===== config.mk =====
export PLATFORM = sky130hd
export DESIGN_NAME = fmc_clk_monitor
export DESIGN_NICKNAME = d
export VERILOG_FILES = /design/src/rtl/fmc_clk_monitor.sv
export SDC_FILE = /design/constraint.sdc
export NUM_CORES = 1
export LEC_CHECK = 0
export BUFFER_PORTS_ARGS = -buffer_cell sky130_fd_sc_hd__buf_2
export CORE_MARGIN = 1.5
export CORE_UTILIZATION = 40
export CTS_CLUSTER_SIZE = 16
export DETAILED_ROUTE_END_ITERATION = 16
export GPL_TIMING_DRIVEN = 1
export HOLD_SLACK_MARGIN = 0.02
export SLEW_MARGIN = 20
export SYNTH_ARGS = -nofsm -noshare
export SYNTH_HDL_FRONTEND = slang
export SYNTH_SLANG_ARGS = --single-unit

===== constraint.sdc =====
create_clock -name i_clk -period 2.3 [get_ports i_clk]
set_input_delay 0.345 -clock i_clk [delete_from_list [all_inputs] [get_ports i_clk]]
set_output_delay 0.345 -clock i_clk [all_outputs]
set_load 0.005 [all_outputs]

===== src/rtl/fmc_clk_monitor.sv =====
// Frequency monitor for the looped-back FMC clock: counts synchronized rising edges
// over a fixed window of i_clk cycles and checks the count against a pass range.
module fmc_clk_monitor #(
  parameter int WINDOW_CYCLES = 1024,
  parameter int CNT_W         = 16,
  parameter int EXP_MIN       = 250,
  parameter int EXP_MAX       = 262,
  parameter int PASS_REQ      = 4
) (
  input  logic             i_clk,
  input  logic             i_rst_n,
  input  logic             i_en,
  input  logic             i_fmc_clk,
  output logic [CNT_W-1:0] o_edge_count,
  output logic             o_count_valid,
  output logic             o_in_range,
  output logic             o_locked,
  output logic [7:0]       o_fail_count
);
  localparam int WIN_W = (WINDOW_CYCLES > 2) ? $clog2(WINDOW_CYCLES) : 1;
  // one spare code so streak+1 never wraps before the compare
  localparam int STK_W = $clog2(PASS_REQ + 2);
  localparam logic [CNT_W-1:0] CNT_MAX  = '1;
  localparam logic [WIN_W-1:0] WIN_LAST = WIN_W'(WINDOW_CYCLES - 1);

  typedef enum logic [1:0] {IDLE, MEASURE, EVAL} state_e;

  state_e            state_q, state_d;
  logic [2:0]        sync_q, sync_d;       // [0]=s1, [1]=s2, [2]=s3
  logic [WIN_W-1:0]  win_q, win_d;
  logic [CNT_W-1:0]  cnt_q, cnt_d;
  logic [STK_W-1:0]  stk_q, stk_d;
  logic [CNT_W-1:0]  ecnt_q, ecnt_d;
  logic              vld_q, vld_d;
  logic              inr_q, inr_d;
  logic              lock_q, lock_d;
  logic [7:0]        fail_q, fail_d;
  logic              fmc_rise;
  logic              pass;

  assign fmc_rise = sync_q[1] & ~sync_q[2];
  assign pass     = (cnt_q >= CNT_W'(EXP_MIN)) && (cnt_q <= CNT_W'(EXP_MAX));

  always_comb begin
    state_d = state_q;
    sync_d  = {sync_q[1:0], i_fmc_clk};
    win_d   = win_q;
    cnt_d   = cnt_q;
    stk_d   = stk_q;
    ecnt_d  = ecnt_q;
    vld_d   = 1'b0;
    inr_d   = inr_q;
    lock_d  = lock_q;
    fail_d  = fail_q;
    if (!i_en) begin
      // disable aborts the open window, even in the EVAL cycle
      state_d = IDLE;
      stk_d   = '0;
      lock_d  = 1'b0;
    end else begin
      case (state_q)
        IDLE: begin
          state_d = MEASURE;
          win_d   = '0;
          cnt_d   = '0;
        end
        MEASURE: begin
          win_d = win_q + 1'b1;
          if (fmc_rise && cnt_q != CNT_MAX) cnt_d = cnt_q + 1'b1;
          if (win_q == WIN_LAST) state_d = EVAL;
        end
        EVAL: begin
          ecnt_d = cnt_q;
          vld_d  = 1'b1;
          inr_d  = pass;
          if (pass) begin
            if (stk_q < STK_W'(PASS_REQ)) stk_d = stk_q + 1'b1;
            lock_d = (stk_q + 1'b1) >= STK_W'(PASS_REQ);
          end else begin
            stk_d  = '0;
            lock_d = 1'b0;
            if (fail_q != 8'hFF) fail_d = fail_q + 1'b1;
          end
          win_d   = '0;
          cnt_d   = '0;
          state_d = MEASURE;
        end
        default: state_d = IDLE;
      endcase
    end
  end

  always_ff @(posedge i_clk or negedge i_rst_n) begin
    if (!i_rst_n) begin
      state_q <= IDLE;
      sync_q  <= '0;
      win_q   <= '0;
      cnt_q   <= '0;
      stk_q   <= '0;
      ecnt_q  <= '0;
      vld_q   <= 1'b0;
      inr_q   <= 1'b0;
      lock_q  <= 1'b0;
      fail_q  <= '0;
    end else begin
      state_q <= state_d;
      sync_q  <= sync_d;
      win_q   <= win_d;
      cnt_q   <= cnt_d;
      stk_q   <= stk_d;
      ecnt_q  <= ecnt_d;
      vld_q   <= vld_d;
      inr_q   <= inr_d;
      lock_q  <= lock_d;
      fail_q  <= fail_d;
    end
  end

  assign o_edge_count  = ecnt_q;
  assign o_count_valid = vld_q;
  assign o_in_range    = inr_q;
  assign o_locked      = lock_q;
  assign o_fail_count  = fail_q;
endmodule


# Yosys cells after proc, flatten, opt, wreduce, memory -nomap -nowiden
# Cells that the tools add are included.
# totals
wordCells	55
reg_bits	61
inputBits	4
# op_classes
muxes	15
n_reduce_logical	10
order_cmp	4
eq_ne	9
n_bitwise	3
add_sub_neg	4
# op_table
op	n
16-bit one-hot mux with 2 select lines	1
10-bit one-hot mux with 2 select lines	1
16-bit by 1-bit adder with 16-bit output (second input constant)	1
16-bit by 8-bit >= comparator with 1-bit output (second input constant)	1
16-bit by 9-bit <= comparator with 1-bit output (second input constant)	1
16-bit 2-to-1 mux	1
16-bit != test (second input constant)	1
3-bit 2-to-1 mux	4
10-bit by 1-bit adder with 10-bit output (second input constant)	1
10-bit equality test (second input constant)	1
8-bit by 1-bit adder with 8-bit output (second input constant)	1
8-bit != test (second input constant)	1
2-bit AND reduction	3
1-bit 2-to-1 mux	5
2-bit 2-to-1 mux	2
2-bit one-hot mux with 2 select lines	1
4-bit AND reduction	1
3-bit by 1-bit adder with 3-bit output (second input constant)	1
3-bit >= comparator (second input constant)	1
3-bit less-than comparator (second input constant)	1
3-bit by 2-bit != test with 1-bit output (second input constant)	1
3-bit != test (second input constant)	1
3-bit AND reduction	1
2-bit by 1-bit equality test with 1-bit output (second input constant)	1
9 further kinds	11

# Longest topological paths before layout
# depth
word_depth	5
mapped_depth	7

# Worst setup path after synthesis
# No wires, ideal clock.
# synth_timing
path_kind	register to register
startpoint	register cnt_q[0]
endpoint	register fail_q[1], in the netlist o_fail_count[1]
stages_incl_launch_ff	8
arrival_time_ps	1725
path_slack_ps	447
synth_period_minus_slack_ps	1853
t_required_ps	2172
cell_sequence	dfrtp_1 -> inv_1 -> ha_1 -> nor3_1 -> nor4b_4 -> o211ai_2 -> and2_1 -> mux2_1
# synth_between
elab_chain_cells	4
elab_cells_between_ends	5
classes_between	order compare: 2; bitwise: 1; reduce/logical: 2
# synth_rtl
item	line	source
start, declared	31	logic [CNT_W-1:0] cnt_q, cnt_d;
start signal, assigned	109	cnt_q <= cnt_d;
16-bit by 8-bit >= comparator with 1-bit output or 16-bit by 9-bit <= comparator with 1-bit output (tied branches)	42	assign pass = (cnt_q >= CNT_W'(EXP_MIN)) && (cnt_q <= CNT_W'(EXP_MAX));
1-bit logical AND (*)	42	
1-bit inverter (no line) (*)	-	
4-bit AND reduction (no line) (*)	-	
end signal, assigned	115	fail_q <= fail_d;
end, declared	37	logic [7:0] fail_q, fail_d;
# Mark *: on every way between the ends. The rest lies on a longest branch, timed or not.
# A chain may end at the register's enable or synchronous reset.

# Worst setup path after layout
# Same ends and word-level chain as after synthesis.

==> run metrics <==
outcome finished clean; most frequent cells in the layout dfrtp_1, buf_2, o21ai_0; synthesized area per cell 10.79 sq um; grt met1 use 22.79%; IO Port Bufs 30; Reg power frac 49.7%; Worst path top cell family by delay simple AND/OR/NAND/NOR gates; Final #Nets 315; static leakage 1.641 nW; vias in the first global route 2,148; internal power 0.001766 W; vias per cell 5.199; clk_skew 9.134 ps; busiest grt layer met2; area grow syn2layout 17.48%; IO Pins 31; syn_nets 275; switching pwr 0.0005294 W; post-synthesis sequential area ratio 53.18%; Post-CTS Setup Bufs 0; Final min period 2046 ps; FF-to-FF path depth 7; yosys warns 0; Max-Cap Viols 0; Slew Limit Fails 0; TNS Setup 0 ps; H-Tree Depth 3; R2R Setup Slk 250 ps; DR DRC count 0; Sw Ratio 23.07%; crit-path max cell delay 370 ps; setup violators final 0; total track usage 17.16%; worst slew pin tran 574.1 ps; met2 usage in global routing 26.79%; Fin. Hold Viols 0; Synth async-reset ratio 100.0%; Post-Syn Instances 266; PD cells 680.7 nW/um^2; clk_lat worst skew 330 ps; logic gate share of total power 6.6%; Diodes inserted 0; CTS clk-pin slew, worst paths 70 ps; Post-Syn Area 2870 sq um; starting density of the core 41.79%; met3 Track Usage GR 4.713%; Post-synth EDFFs 0; first-pass GRT wire length 10,230 um; worst r2r src cnt_q[0]; unrepaired setup endpoints after global routing false; Max Clock Freq 0.4887 GHz; Detailed Route WL 5779 um; Core ar. 6869 sq um; worst hold slack 113.3 ps; Worst setup EP type flip-flop; FF+latch count, synth 61; DRT iter0 DRCs 107; sequence of cells on the critical path inv_1 -> ha_1 -> nor3_1 -> nor4b_4 -> o211ai_2 -> and2_1 -> mux2_1; RR Endpoint o_fail_count[1]; clock share of power 43.8%; Die X 87.71 um; Clock Path Buffers 2; DR vias 2,116; worst path bufs/invs 1; largest net degree at the start of global routing 62; Root Buffer clkbuf_8; ratio of cells with drive above 1 in the final layout 22.51%; CP Depth 7; critical path fanouts, max 8; # clock sinks 61; drt pass-1 iters 4; crit path to o_fail_count[1]; top_reg_cell synth dfrtp_1; Die H 87.71 um; Routed WL per cell 14.20 um; gpl congestion 0.7736; Final ANT Viol Nets 0; HPWL Detailed 3871 um; Hold Path Class input pin to flip-flop; peak supply drop 0.4096 mV; Worst Setup Path Type flip-flop to flip-flop; antenna violations before repair 0; CP Data Required Time 2520 ps; Startpoint Class flip-flop; TritonCTS Buffers 9; total global routing overflow 0; Distinct cells, synth 52; crit path DAT 2270 ps; TritonCTS clock tree built; period utilization 88.96%; most common cell after layout, fill and taps aside dfrtp_1; die area 7693 sq um; crit path launch cnt_q[0]; slowest CP cell dfrtp_1; std cell rows 30; Worst slew margin 61.24%
-- metrics by stage --
step                cells  cell area (sq um)  setup WS [ps]  total power, W  utilization, %
global route          407               3372          112.3        0.002404           49.09
detailed placement    390               3156          231.0        0.001311           45.94
finish                407               3372          253.9        0.002295           49.09
CTS                   407               3372          233.3        0.002323           49.09
global placement      390               3156          314.6        0.001304           45.94
floorplan             266               2870          447.1        0.001244               -
-- what timing repair did --
| action | in CTS | in global routing |
|---|---|---|
| gates resized for setup | 0 | 0 |
| endpoints found under the hold margin | 10 | 0 |
| hold buffers | 1 | 0 |
-- power groups by stage --
stage | Combinational, W | Sequential, W | Clock (W)
floorplan | 0.0000936 | 0.00115 | 0
global placement | 0.000148 | 0.00116 | 0
detailed placement | 0.000152 | 0.00116 | 0
CTS | 0.000154 | 0.00114 | 0.00103
global route | 0.000177 | 0.00115 | 0.00108
finish | 0.000151 | 0.00114 | 0.00100
-- flip-flops by register name, summed over array words and instances, names as in the netlist --
register       flops
state_q            2
stk_q              3
o_edge_count      16
o_locked           1
o_fail_count       8
win_q             10
sync_q             3
o_in_range         1
cnt_q             16
o_count_valid      1
-- worst register-to-register path, stage by stage (launching register included) --
cell and delay (ps):
dfrtp_1 370, inv_1 100, ha_1 210, nor3_1 280, nor4b_4 100, o211ai_2 340
and2_1 230, mux2_1 320
-- worst min-delay path by stage --
| stage | endpoint | cells after the start | from |
|---|---|---|---|
| 2_1_floorplan | cnt_q[0] | 0 | i_rst_n |
| 3_3_place_gp | sync_q[1] | 0 | sync_q[0] |
| 3_5_place_dp | sync_q[1] | 0 | sync_q[0] |
| 4_1_cts | sync_q[0] | 1 | i_fmc_clk |
| 5_1_grt | sync_q[0] | 1 | i_fmc_clk |
| 6_report | sync_q[0] | 1 | i_fmc_clk |
-- Yosys cell counts (2+ instances only) --
| cell | n | share of area [%] |
|---|---|---|
| o211ai_1 | 2 | 0.52 |
| nor2b_1 | 2 | 0.44 |
| xor2_1 | 11 | 3.4 |
| nor3_1 | 9 | 1.6 |
| clkbuf_1 | 4 | 0.52 |
| and3_1 | 7 | 1.5 |
| and2_1 | 3 | 0.65 |
| or4_1 | 2 | 0.52 |
| or3_1 | 2 | 0.44 |
| inv_1 | 4 | 0.52 |
| nor2_1 | 22 | 2.9 |
| dfrtp_1 | 61 | 53 |
| a21oi_1 | 2 | 0.35 |
| and4_1 | 2 | 0.61 |
| mux2_2 | 14 | 5.5 |
| nand4_1 | 10 | 2.2 |
| nand3_1 | 12 | 2.1 |
| a31oi_1 | 9 | 2.0 |
| ha_1 | 5 | 2.2 |
| and4b_1 | 2 | 0.70 |
| xnor2_1 | 7 | 2.1 |
| o21ai_0 | 23 | 4.0 |
| nand2_1 | 22 | 2.9 |
-- area by class of cell --
cell class | count | area (sq um)
Fill cell | 646 | 3497
Sequential cell | 61 | 1526
Multi-Input combinational cell | 193 | 1290
Timing Repair Buffer | 36 | 210.2
Clock buffer | 11 | 131.4
Tap cell | 96 | 120.1
Clock inverter | 5 | 75.07
Inverter | 5 | 18.77
-- cell families (layout without fill, tap and decap cells) --
| logic type | after synthesis | after routing | share of synthesized area, % |
|---|---|---|---|
| xor+xnor | 18 | 18 | 5.493 |
| compound gates | 49 | 49 | 10.81 |
| fa+ha+maj | 5 | 5 | 2.180 |
| simple gates | 105 | 105 | 20.23 |
| buf+inv | 12 | 57 | 1.874 |
| flops | 61 | 61 | 53.18 |
| mux | 16 | 16 | 6.234 |
-- routing by layer --
metal  up-vias  routed length [um]  share of wire (%)
met3         7                 196                3.4
met2        41                2588                 45
met5         -                   0                  0
li1       1059                   -                  -
met1      1009                2904                 50
met4         0                  90                1.6
Note: power is estimated with default switching activity, not from simulation.
